`src/rtl/an29_corrector.sv`:
```
// AN-code (A = 29) single-bit error corrector: a Barrett-stage result goes in, and the
// decoded word comes out through a 2-stage valid/ready pipeline with saturating statistics.
module an29_corrector #(
  parameter int CNT_W = 16
) (
  input  logic             clk,
  input  logic             rst_n,
  input  logic             in_valid,
  output logic             in_ready,
  input  logic [13:0]      receive,
  input  logic [9:0]       q,
  input  logic [4:0]       r,
  input  logic             error,
  output logic             out_valid,
  input  logic             out_ready,
  output logic [9:0]       data,
  output logic             corrected,
  output logic             uncorrectable,
  output logic [3:0]       err_pos,
  output logic             err_sign,
  input  logic             stat_clr,
  output logic [CNT_W-1:0] corr_cnt,
  output logic [CNT_W-1:0] fail_cnt
);

  // 2^i mod 29 and floor(2^i / 29) for i = 0..13
  localparam logic [4:0] POW_MOD [14] = '{
    5'd1, 5'd2, 5'd4, 5'd8, 5'd16, 5'd3, 5'd6, 5'd12, 5'd24, 5'd19, 5'd9, 5'd18, 5'd7, 5'd14
  };
  localparam logic [10:0] POW_DIV [14] = '{
    11'd0, 11'd0, 11'd0, 11'd0, 11'd0, 11'd1, 11'd2, 11'd4, 11'd8, 11'd17, 11'd35, 11'd70,
    11'd141, 11'd282
  };

  logic        s2_advance;
  logic        lk_hit, lk_sign, lk_bad;
  logic [3:0]  lk_pos;

  logic        s1_valid;
  logic [13:0] s1_receive;
  logic [9:0]  s1_q;
  logic        s1_hit, s1_sign, s1_bad;
  logic [3:0]  s1_pos;

  logic [10:0] q_ext, k_val, nx_sum;
  logic        bit_ok;
  logic [9:0]  nx_data;
  logic        nx_corr, nx_unc, nx_sign;
  logic [3:0]  nx_pos;

  assign s2_advance = !out_valid || out_ready;
  assign in_ready   = !s1_valid || s2_advance;

  always_comb begin
    lk_hit  = 1'b0;
    lk_sign = 1'b0;
    lk_pos  = 4'd0;
    for (int k = 0; k < 14; k++) begin
      if (r == POW_MOD[k]) begin
        lk_hit  = 1'b1;
        lk_sign = 1'b1;
        lk_pos  = 4'(k);
      end else if (r == 5'd29 - POW_MOD[k]) begin
        lk_hit  = 1'b1;
        lk_sign = 1'b0;
        lk_pos  = 4'(k);
      end
    end
    // A disagreeing upstream flag or an out-of-range residue is an inconsistent syndrome
    lk_bad = (error != (r != 5'd0)) || ((r != 5'd0) && !lk_hit);
  end

  always_ff @(posedge clk or negedge rst_n) begin
    if (!rst_n) begin
      s1_valid   <= 1'b0;
      s1_receive <= '0;
      s1_q       <= '0;
      s1_hit     <= 1'b0;
      s1_sign    <= 1'b0;
      s1_bad     <= 1'b0;
      s1_pos     <= '0;
    end else if (in_ready) begin
      s1_valid <= in_valid;
      if (in_valid) begin
        s1_receive <= receive;
        s1_q       <= q;
        s1_hit     <= lk_hit;
        s1_sign    <= lk_sign;
        s1_bad     <= lk_bad;
        s1_pos     <= lk_pos;
      end
    end
  end

  // An underflowing subtraction wraps above 2047-282, so the single <= 564 test also catches it
  always_comb begin
    q_ext   = {1'b0, s1_q};
    k_val   = POW_DIV[s1_pos];
    nx_sum  = s1_sign ? (q_ext - k_val) : (q_ext + 11'd1 + k_val);
    bit_ok  = (s1_receive[s1_pos] == s1_sign);
    nx_data = s1_q;
    nx_corr = 1'b0;
    nx_unc  = 1'b0;
    nx_pos  = 4'd0;
    nx_sign = 1'b0;
    if (s1_bad) begin
      nx_unc = 1'b1;
    end else if (s1_hit) begin
      if (bit_ok && (nx_sum <= 11'd564)) begin
        nx_data = nx_sum[9:0];
        nx_corr = 1'b1;
        nx_pos  = s1_pos;
        nx_sign = s1_sign;
      end else begin
        nx_unc = 1'b1;
      end
    end
  end

  always_ff @(posedge clk or negedge rst_n) begin
    if (!rst_n) begin
      out_valid     <= 1'b0;
      data          <= '0;
      corrected     <= 1'b0;
      uncorrectable <= 1'b0;
      err_pos       <= '0;
      err_sign      <= 1'b0;
    end else if (s2_advance) begin
      out_valid <= s1_valid;
      if (s1_valid) begin
        data          <= nx_data;
        corrected     <= nx_corr;
        uncorrectable <= nx_unc;
        err_pos       <= nx_pos;
        err_sign      <= nx_sign;
      end
    end
  end

  // Clear wins over a same-cycle increment; counters stick at all-ones
  always_ff @(posedge clk or negedge rst_n) begin
    if (!rst_n) begin
      corr_cnt <= '0;
      fail_cnt <= '0;
    end else if (stat_clr) begin
      corr_cnt <= '0;
      fail_cnt <= '0;
    end else if (out_valid && out_ready) begin
      if (corrected && (corr_cnt != '1))
        corr_cnt <= corr_cnt + 1'b1;
      if (uncorrectable && (fail_cnt != '1))
        fail_cnt <= fail_cnt + 1'b1;
    end
  end

endmodule

```
`config.mk`:
```
export PLATFORM = sky130hd
export DESIGN_NAME = an29_corrector
export DESIGN_NICKNAME = d
export VERILOG_FILES = /design/src/rtl/an29_corrector.sv
export SDC_FILE = /design/constraint.sdc
export NUM_CORES = 1
export LEC_CHECK = 0
export ABC_AREA = 0
export CAP_MARGIN = 20
export CORE_MARGIN = 3
export CORE_UTILIZATION = 50
export CTS_CLUSTER_DIAMETER = 40
export DETAILED_ROUTE_END_ITERATION = 10
export PLACE_DENSITY = 0.76
export SETUP_SLACK_MARGIN = 0.4
export SLEW_MARGIN = 40
export SYNTH_ARGS = -nofsm -noshare
export SYNTH_HDL_FRONTEND = slang
export SYNTH_SLANG_ARGS = --single-unit
```
`constraint.sdc`:
```
create_clock -name clk -period 7.05 [get_ports clk]
set_clock_uncertainty 0.2 [all_clocks]
set_input_delay 2.115 -clock clk [delete_from_list [all_inputs] [get_ports clk]]
set_output_delay 2.115 -clock clk [all_outputs]
set_load 0.02 [all_outputs]
```
# Yosys cells after proc, flatten, opt, wreduce, memory -nomap -nowiden
# Memory sizes are Yosys's and may differ from the RTL's.
# Cells that the tools add are included.
dict set report word_totals {
  mem_count 1
  romBits 176
  ff_bits 82
  output_inout_bits 51
  wordCells 183
}
dict set report classes {
  mux 107
  order_cmp 3
  n_reduce_logical 19
  n_eq_ne 32
  bitwise_logic 1
  addsub 5
}
# memory depth word_bits rd rd_clocked_by_memory_dff write_ports line_no
set memory_table {}
lappend memory_table {{(name not given)} 16 11 1 0 0 98} ;# k_val = POW_DIV[s1_pos];
# cell count
set ops {}
lappend ops {{$mux 4} 27}
lappend ops {{$mux 16} 6}
lappend ops {{$mux 1} 67}
lappend ops {{$eq 5x5->1 const B} 13}
lappend ops {{$eq 5x4->1 const B} 8}
lappend ops {{$mux 11} 3}
lappend ops {{$add 16x1->16 const B} 2}
lappend ops {{$ne 16x16->1 const B} 2}
lappend ops {{$mux 10} 3}
lappend ops {{$eq 5x3->1 const B} 4}
lappend ops {{$add 10x1->11 const B} 1}
lappend ops {{$add 11x11->11} 1}
lappend ops {{$le 11x10->1 const B} 1}
lappend ops {{$sub 10x11->11} 1}
lappend ops {{$eq 5x2->1 const B} 2}
lappend ops {{$reduce_and 2->1} 4}
lappend ops {{$reduce_bool 2->1} 3}
lappend ops {{$eq 5x1->1 const B} 1}
lappend ops {{$ge 5x5->1 const B} 1}
lappend ops {{$logic_and 1x1->1} 5}
lappend ops {{$lt 4x5->1 const B} 1}
lappend ops {{$not 4->5} 1}
lappend ops {{$reduce_bool 5->1} 1}
lappend ops {{$bmux 1 s4} 1}
lappend ops {{4 further kinds} 8}

# Longest topological paths before layout
# Gate-level depths: netlist of the first run.
dict set report depth {
  ltp_word 32
  ltp_mapped 18
}

# Worst setup path before layout of the first run
# Ideal clock, no wire load.
dict set report synth_path {
  path_type {input to output}
  start {input port out_ready}
  end {output port in_ready}
  stages 1
  arrival_time_ps 2398
  required_ps 4735
  setup_slack_ps 2337
  path_buffers 0
  path_cell_list {nand3b_1}
}
dict set report synth_between {
  elab_chain_cells 2
}
# item line_no
set synth_lines {}
lappend synth_lines {{start, declared} 15} ;# input logic out_ready,
lappend synth_lines {{$logic_or 1x1->1} 51} ;# assign s2_advance = !out_valid || out_ready;
lappend synth_lines {{$logic_or 1x1->1} 52} ;# assign in_ready = !s1_valid || s2_advance;
lappend synth_lines {{end, declared} 9} ;# output logic in_ready,
# No other way between the ends.

# Worst setup path in the final report of the first run
# Ends and elaborated chain as after synthesis.

==> results.md, run 1 <==
Power:
- VDD sags by at most 156 uV.
- The total power divided by cell area is 231 nW/um2.
- The leakage power of the design is 2.67 nW.

CTS:
- The total setup buffers inserted after CTS is 0.
- The cell sitting at the root of the clock tree is a clkbuf_8.
- The number of buffers inserted during clock tree synthesis is 9.
- For the worst-skew pair, the clock arrives at the later sink with an insertion delay of 360 ps.
- The total of cells resized after clock tree synthesis is 0.
- After clock tree synthesis, the clock-pin slew on the worst setup and hold paths is 80 ps.
- Clock tree synthesis found a total of 82 sinks.
- The count of H-tree levels built during CTS is 3.
- The CTS tree is done.
- The maximum root-to-sink buffer count is 2.
- Hold repair after CTS inserted 0 buffers.

Detailed routing:
- The detailed-route wire length is 12,500 um.
- The total via count after detailed routing is between 4,000 and 5,000.
- The post-route antenna net violation count is 0.
- The count of routing violations after the opening detailed-route iteration is 197.
- In the routed design, unresolved DRC markers number 0.
- The average wire length per cell after detail routing is 16.5 um.
- The number of iterations in the first detailed-routing pass is 4.
- The via count normalized by instance count is 5.71.

Setup path:
- The critical path is of the primary input to output port type.
- The worst setup path is captured at an output port.
- The data required time at the worst endpoint is between 4000 and 5000 ps.
- The worst setup path is launched from a primary input.
- The maximum fanout along the worst path is 4.
- The slack of the worst reg-to-reg path is 2180 ps.
- At the worst endpoint, the arrival time is between 3000 and 4000 ps.

Timing:
- The worst hold slack is 301 ps.
- Setup repair after global routing left no endpoint under its margin.
- The final count of hold timing violations came to 0.
- The actual slew at the worst max-slew pin is a little under 800 ps.
- Static timing analysis puts the maximum clock frequency at roughly 170 MHz.
- Setup violations remaining at the end of the flow were counted as 0.
- The total count of max-transition violations in the final report is 0.
- Of the available clock period, the critical path in the final layout requires 0.816.
- Measured against its own limit, the worst slew margin works out to 0.475.
- For the finished layout, the period the worst path requires is about 5800 ps.
- The setup total negative slack is 0 ps.

Yosys:
- The number of nets in the synthesized netlist is a little over 600.
- The mean cell area of the mapped netlist is 9.59 um2.
- After synthesis the netlist holds a flip-flop and latch count of 82.
- In the synthesized netlist the dominant register cell turns out to be dfrtp_1.
- The number of unique standard cell types used by synthesis is 76.
- Counting flops with an async set or reset pin after synthesis yields a share of 1.00.
- The synthesized netlist occupies a cell area of 5270 um2.
- The multiplexer fraction of the synthesized cell area is 0.0795.
- Of the total synthesized cell area, the portion taken by XOR and XNOR cells is 0.0548.
- Of the total synthesized cell area, the portion taken by AND, OR, NAND and NOR gates is 0.197.
- Of the total synthesized cell area, the portion taken by full adders, half adders and majority gates is 0.0645.
- The combinational family with the most area after synthesis is simple AND/OR/NAND/NOR gates.
- The compound-cell area share of the yosys netlist is 0.162.
- The number of synthesis warnings is 0.
- The proportion of synthesized chip area in sequential cells is 0.389.
- The number of synthesized flops with an enable pin is 0.
- Synthesis handed over a netlist of 550 instances.

Hold path:
- The class of the tightest hold or removal check is register to register.

Cells and area:
- The number of filler instances in the final layout is 848.
- The fraction of final layout cells sized beyond drive strength 1 is 0.107.
- Relative to the synthesized area, the layout overhead comes to 19.6%.
- The number of nets in the final layout is approximately 680.
- The number of antenna diodes in the final layout is 0.

GRT:
- The via count of the first global-routing pass is 4,355.
- The first global-routing pass estimated between 20,000 and 25,000 um of wire.
- Global routing finished with a remaining overflow of 0.
- The pin count of the biggest net entering global routing is 83.
- The number of antenna violations at the first check in global routing is 0.
- The global router's overall resource usage is 0.221.

Die:
- The starting utilization of the core area is 0.527.
- The die is 109 um wide.
- The total core area is 10000 um2.
- Measured along the y axis, the die boundary spans approximately 110 um.
- The number of primary I/O pins is 86.
- The initialized floorplan defines 36 standard-cell rows.
- The die area is 11,800 um2.

Status:
- The run finished with clean final reports.

Placement:
- The number of port buffers is 85.
- The half-perimeter wire length of the detailed placement result is 9310 um.
- The global placer's final weighted congestion is ~0.94.

Run:
- Across the run, the number of max-cap violations was 0.
[stage by stage]
| step | power (mW) | util | area, um2 | std cells | setup WS, ps |
|---|---|---|---|---|---|
| CTS | 1.46 | 0.631 | 6310 | 759 | 1300 |
| detailed placement | 1.12 | 0.612 | 6120 | 744 | 1310 |
| floorplan | 0.960 | - | 5270 | 550 | 2340 |
| global route | 1.55 | 0.631 | 6310 | 759 | 1280 |
| global placement | 1.11 | 0.612 | 6120 | 744 | 1350 |
| finish | 1.46 | 0.631 | 6310 | 759 | 1300 |
[metal layers]
layer | part of all wire | global-route usage | wire [um] | vias up
met3 | 0.046 | 0.0474 | 570 | 23
li1 | - | - | - | 2127
met4 | 0.022 | 0.0784 | 275 | 0
met2 | 0.48 | 0.369 | 6000 | 95
met5 | 0 | 0 | 0 | -
met1 | 0.45 | 0.284 | 5650 | 2090
[cells in the mapped netlist (3+ instances only)]
library cell / count / area [um2]
dfrtp_1: 82 / 2050
nor2_1: 61 / 229
nand2_1: 46 / 173
mux2_2: 27 / 304
inv_1: 26 / 97.6
ha_1: 24 / 300
xor2_1: 23 / 201
nand3_1: 22 / 110
a21oi_1: 20 / 100
o21ai_0: 20 / 100
clkbuf_1: 13 / 48.8
nand4_1: 13 / 81.3
nor3_1: 11 / 55.1
xnor2_1: 10 / 87.6
nor2b_1: 8 / 50.1
nand2b_1: 7 / 43.8
a22o_1: 6 / 52.6
and3_1: 6 / 37.5
clkbuf_8: 6 / 82.6
a31oi_1: 5 / 31.3
o31ai_1: 5 / 37.5
a211oi_1: 4 / 30.0
a21boi_0: 4 / 30.0
a21o_1: 4 / 30.0
a311oi_1: 4 / 35.0
mux2i_1: 4 / 40.0
nor3b_1: 4 / 30.0
a221oi_1: 3 / 26.3
and2b_2: 3 / 26.3
buf_2: 3 / 15.0
buf_6: 3 / 33.8
nand3b_1: 3 / 22.5
nor4_1: 3 / 18.8
o211ai_1: 3 / 22.5
o21a_1: 3 / 22.5
o21bai_1: 3 / 22.5
or3_1: 3 / 18.8
or3_2: 3 / 22.5
[layout by cell type, fill, tap and decap left out, types with 13 or more instances in the layout]
master            n
dfrtp_1          82
mux2_2           27
xor2_1           23
nor2_1           61
nand3_1          22
clkdlybuf4s50_1  84
nand4_1          13
a21oi_1          20
ha_1             24
nand2_1          46
o21ai_0          20
inv_1            26
[kinds of logic after synthesis]
kind of cell / Yosys count
buffers and inverters: 52
adder cells (fa/ha/maj): 26
XOR/XNOR: 33
AO/OA/AOI/OAI: 116
flip-flops: 82
multiplexers: 34
AND/OR/NAND/NOR: 207
[flip-flops by register name (all words and copies together), names as in the netlist, 4 cells and up]
signal	count
corr_cnt	16
data	10
err_pos	4
fail_cnt	16
s1_pos	4
s1_q	10
s1_receive	14
[where the power goes]
group	leakage (nW)	internal, mW	switching [mW]
combinational	1.54	0.246	0.287
clock	0.0921	0.161	0.175
sequential	1.04	0.523	0.0623
[worst max-delay path, cell delays in order]
cell and delay (ps):
clkdlybuf4s50_1 520, nand3b_1 170, clkdlybuf4s50_1 630
[path summary, 6_finish.rpt]
path                                                 from                        end  depth (start not counted)
worst min register to register  s1_receive[1]$_DFFE_PN0P_  s1_receive[1]$_DFFE_PN0P_                          1
worst min-delay path            s1_receive[1]$_DFFE_PN0P_  s1_receive[1]$_DFFE_PN0P_                          1
worst max register to register      s1_pos[0]$_DFFE_PN0P_        data[1]$_DFFE_PN0P_                         13
worst max-delay path                            out_ready                   in_ready                          3
min in group asynchronous                           rst_n    fail_cnt[9]$_DFFE_PN0P_                          1
max in group asynchronous                           rst_n      s1_pos[2]$_DFFE_PN0P_                          1
[area by class of cell]
| type | instances | area (um2) | area share |
|---|---|---|---|
| Tap cell | 133 | 166 | 0.0264 |
| Multi-Input combinational cell | 416 | 2940 | 0.466 |
| Inverter | 26 | 97.6 | 0.0155 |
| Sequential cell | 82 | 2050 | 0.325 |
| Timing Repair Buffer | 87 | 867 | 0.137 |
| Clock inverter | 5 | 56.3 | 0.00893 |
| Clock buffer | 10 | 128 | 0.0202 |
(Power assumes the default switching activity.)
==> inputs of run 2 (changes only) <==
==> constraint.sdc (replaced) <==
create_clock -name clk -period 6 [get_ports clk]
set_clock_uncertainty 0.2 [all_clocks]
set_input_delay 1.8 -clock clk [delete_from_list [all_inputs] [get_ports clk]]
set_output_delay 1.8 -clock clk [all_outputs]
set_load 0.02 [all_outputs]
==> run 2 against run 1 <==
Non-clock buffer count unchanged; first-iteration DRC count shrank 1.5%; critical path depth unchanged; sequential share of layout area down 0.17 points; via count rose by 2.5%; global-route usage is 0.20 points higher; clock power increased by 29%; combinational power grew 18%; wire length increased by 1.2%; count of clock-buffer cells in the layout shrank 1; critical path type unchanged; largest power group unchanged.
==> results.md, run 2 (same netlist as run 1, synthesis figures left out) <==
Status:
- The flow ran to the end, and the final reports show no timing, DRC or antenna violations.

Hold path:
- The worst hold path belongs to the class register to register.
- The count of cells along the worst hold path is 2 (+1).
- The startpoint identified for the worst hold timing path is data[1]$_DFFE_PN0P_.
- The endpoint of the worst hold-timing path is data[1]$_DFFE_PN0P_.

GRT:
- The pin count of the biggest net entering global routing is 83 (unchanged).
- The via count of the first global-routing pass is 4,397 (+0.96%).
- The final global-route overflow total is 0 (unchanged).
- The number of antenna violations at the first check in global routing is 0 (unchanged).
- The global router's overall resource usage is 0.223 (+0.00200).
- The global-route wire length before repair came to 21,000 um (+1.4%).

Power:
- The total power divided by cell area came to 277 nW/um2 (+20%).
- The switching fraction of total power came to 0.368 (+0.00727).
- The clock share of power is 0.248 (+0.017).
- The post-layout total power came to 1.75 mW (+20%).
- The leakage power of the design is 2.69 nW (+0.56%).
- The fraction of power consumed by combinational cells was 0.359 (-0.008).
- The largest vdd supply drop came to 165 uV (+6.1%).
- The part of the power in registers is 0.394 (-0.008).
- The internal power consumption is 1.11 mW (+19%).
- The power dissipated by switching net loads came to 644 uW (+23%).

Cells and area:
- The diode insertion count for antenna repair came to 0 (unchanged).
- The number of filler instances in the final layout is 829 (-2.2%).
- The footprint of the flip-flops and latches is 2050 um2 (unchanged).
- The most common cell after layout, fill and taps aside is clkdlybuf4s50_1.
- The final design instance area without fill is 6340 um2 (+0.54%).
- The post-layout utilization of the core was 0.634 (+0.00338).
- The area added between synthesis and finish is 20.3%.
- The final non-filler cell total is 760 (+0.13%).
- In the layout the commonest cells are 84 x clkdlybuf4s50_1, 82 x dfrtp_1, 61 x nor2_1, 46 x nand2_1, 27 x mux2_2.
- The footprint of the multi-input gates is 2940 um2 (unchanged).
- In the final layout, the registers with the most flip-flops are corr_cnt: 16 flops, fail_cnt: 16 flops, s1_receive: 14 flops.
- The fraction of final layout cells sized beyond drive strength 1 was 0.110 (+0.00302).
- The number of nets in the final layout came to 683 (unchanged).

Timing:
- The count of endpoints failing setup in the final report is 0 (unchanged).
- Of the available clock period, the critical path in the final layout requires 0.851.
- The least setup slack across all paths after layout came to 891 ps (-408 ps).
- The actual slew at the worst max-slew pin is 771 ps (-14.7 ps).
- The total count of max-transition violations in the final report came to 0 (unchanged).
- The worst hold slack is 294 ps (-6.67 ps).
- The setup total negative slack is 0 ps (unchanged).
- The final count of hold timing violations came to 0 (unchanged).
- Based on the critical path, the design can be clocked at up to 196 MHz.
- Subtracting the final worst setup slack from the clock period gives 5110 ps.
- Setup repair after global routing left no endpoint under its margin.
- The relative max-transition margin came to 0.479 (+0.00426).

Placement:
- The standard cell area after detailed placement came to 6120 um2 (about the same).
- The half-perimeter wire length of the detailed placement result came to 9350 um (+0.42%).
- The global placer's final weighted congestion is 0.906 (-3.5%).
- The number of port buffers came to 85 (unchanged).
- The number of instances in the placed design is 744 (unchanged).
- The worst slack at placement is 891 ps (-415 ps).

Die:
- The total core area is 10000 um2 (unchanged).
- The starting utilization of the core area is 0.527 (unchanged).
- The number of primary I/O pins is 86 (unchanged).
- The total number of placement rows is 36 (unchanged).
- The die area is 11,800 um2 (unchanged).
- The overall die width is 109 um (unchanged).
- The vertical die dimension was 109 um (unchanged).

Detailed routing:
- The post-route antenna net violation count was 0 (unchanged).
- The via count normalized by instance count came to 5.84 (+2.3%).
- The number of iterations in the first detailed-routing pass is 5 (+1).
- The count of routing violations after the opening detailed-route iteration is 194 (-1.5%).
- The DRC violations left is 0 (unchanged).
- The detailed-route wire length is 12,600 um (+1.2%).
- The total via count after detailed routing is 4,442 (+2.5%).
- The average wire length per cell after detail routing came to 16.6 um (+1.0%).

CTS:
- The clock slew at the register clock pins of the worst setup and hold paths is 100 ps (+20 ps).
- The clock sink total is 82 (unchanged).
- The maximum root-to-sink buffer count is 2 (unchanged).
- The number of buffers inserted during clock tree synthesis is 9 (unchanged).
- TritonCTS built the clock tree.
- The CTS root buffer is clkbuf_8.
- The worst-skew pair later-pin latency is 360 ps (about the same).
- The total setup buffers inserted after CTS is 0 (unchanged).
- The quantity of hold-fixing buffers added after cts came to 0 (unchanged).
- The count of H-tree levels built during CTS came to 3 (unchanged).
- The total of cells resized after clock tree synthesis is 0 (unchanged).

Setup path:
- The critical path starts at out_ready.
- The number of cells on the worst reg-to-reg path is 13 (unchanged).
- The maximum fanout along the worst path was 4 (unchanged).
- The arrival time at the worst endpoint is 3110 ps (-330 ps).
- The launching element type of the critical path is a primary input.
- The worst setup path is of the primary input to output port kind.
- The data required time at the worst endpoint came to 4000 ps (-740 ps).
- The kind of end point of the critical path is an output port.
- The worst register-to-register path ends at err_pos[2]$_DFFE_PN0P_.
- The startpoint identified for the worst register-to-register timing path is s1_pos[0]$_DFFE_PN0P_.
- The slack of the worst reg-to-reg path is 1230 ps (-950 ps).

Run:
- The number of max-capacitance violations reported is 0 (unchanged).
==> run 2: changes by cell type in the layout (fill, tap and decap cells not counted) <==
| cell | change |
|---|---|
| clkinv_2 | -2 |
| inv_8 | +2 |
| clkinv_4 | -1 |
| clkinv_8 | +1 |
| clkbuf_1 | -1 |
| inv_6 | +2 |
==> run 2: cell type report <==
| class | instances | area share |
|---|---|---|
| flip-flops and latches | 82 | 0.324 |
| inverters | 26 | 0.0154 |
| clock inverters | 7 | 0.0148 |
| multi-input cells | 416 | 0.464 |
| clock buffers | 9 | 0.0195 |
| repair buffers | 87 | 0.137 |
| well taps | 133 | 0.0262 |
==> run 2: power groups by stage <==
| stage | clock network, mW | registers, mW | logic, mW |
|---|---|---|---|
| floorplan | 0 | 0.705 | 0.423 |
| CTS | 0.445 | 0.689 | 0.629 |
| detailed placement | 0 | 0.700 | 0.623 |
| global placement | 0 | 0.696 | 0.605 |
| global route | 0.468 | 0.699 | 0.692 |
| finish | 0.435 | 0.690 | 0.629 |
==> run 2: how the worst max path moves through the flow <==
stage | slack (ps) | depth (start not counted) | to
after floorplan | 1920 | 1 | in_ready
after global placement | 930 | 3 | in_ready
after detailed placement | 890 | 3 | in_ready
after CTS | 890 | 3 | in_ready
after global routing | 820 | 13 | data[3]$_DFFE_PN0P_
final | 890 | 3 | in_ready
==> run 2: worst max-delay path, cell delays in order <==
cell and delay (ps):
clkdlybuf4s50_1 510, nand3b_1 170, clkdlybuf4s50_1 630
==> run 2: per-layer routing <==
layer | share of wire | GRT usage | vias to the layer above
met5 | 0 | 0 | -
li1 | - | - | 2131
met4 | 0.022 | 0.0821 | 0
met3 | 0.057 | 0.0474 | 25
met2 | 0.49 | 0.378 | 127
met1 | 0.43 | 0.282 | 2159
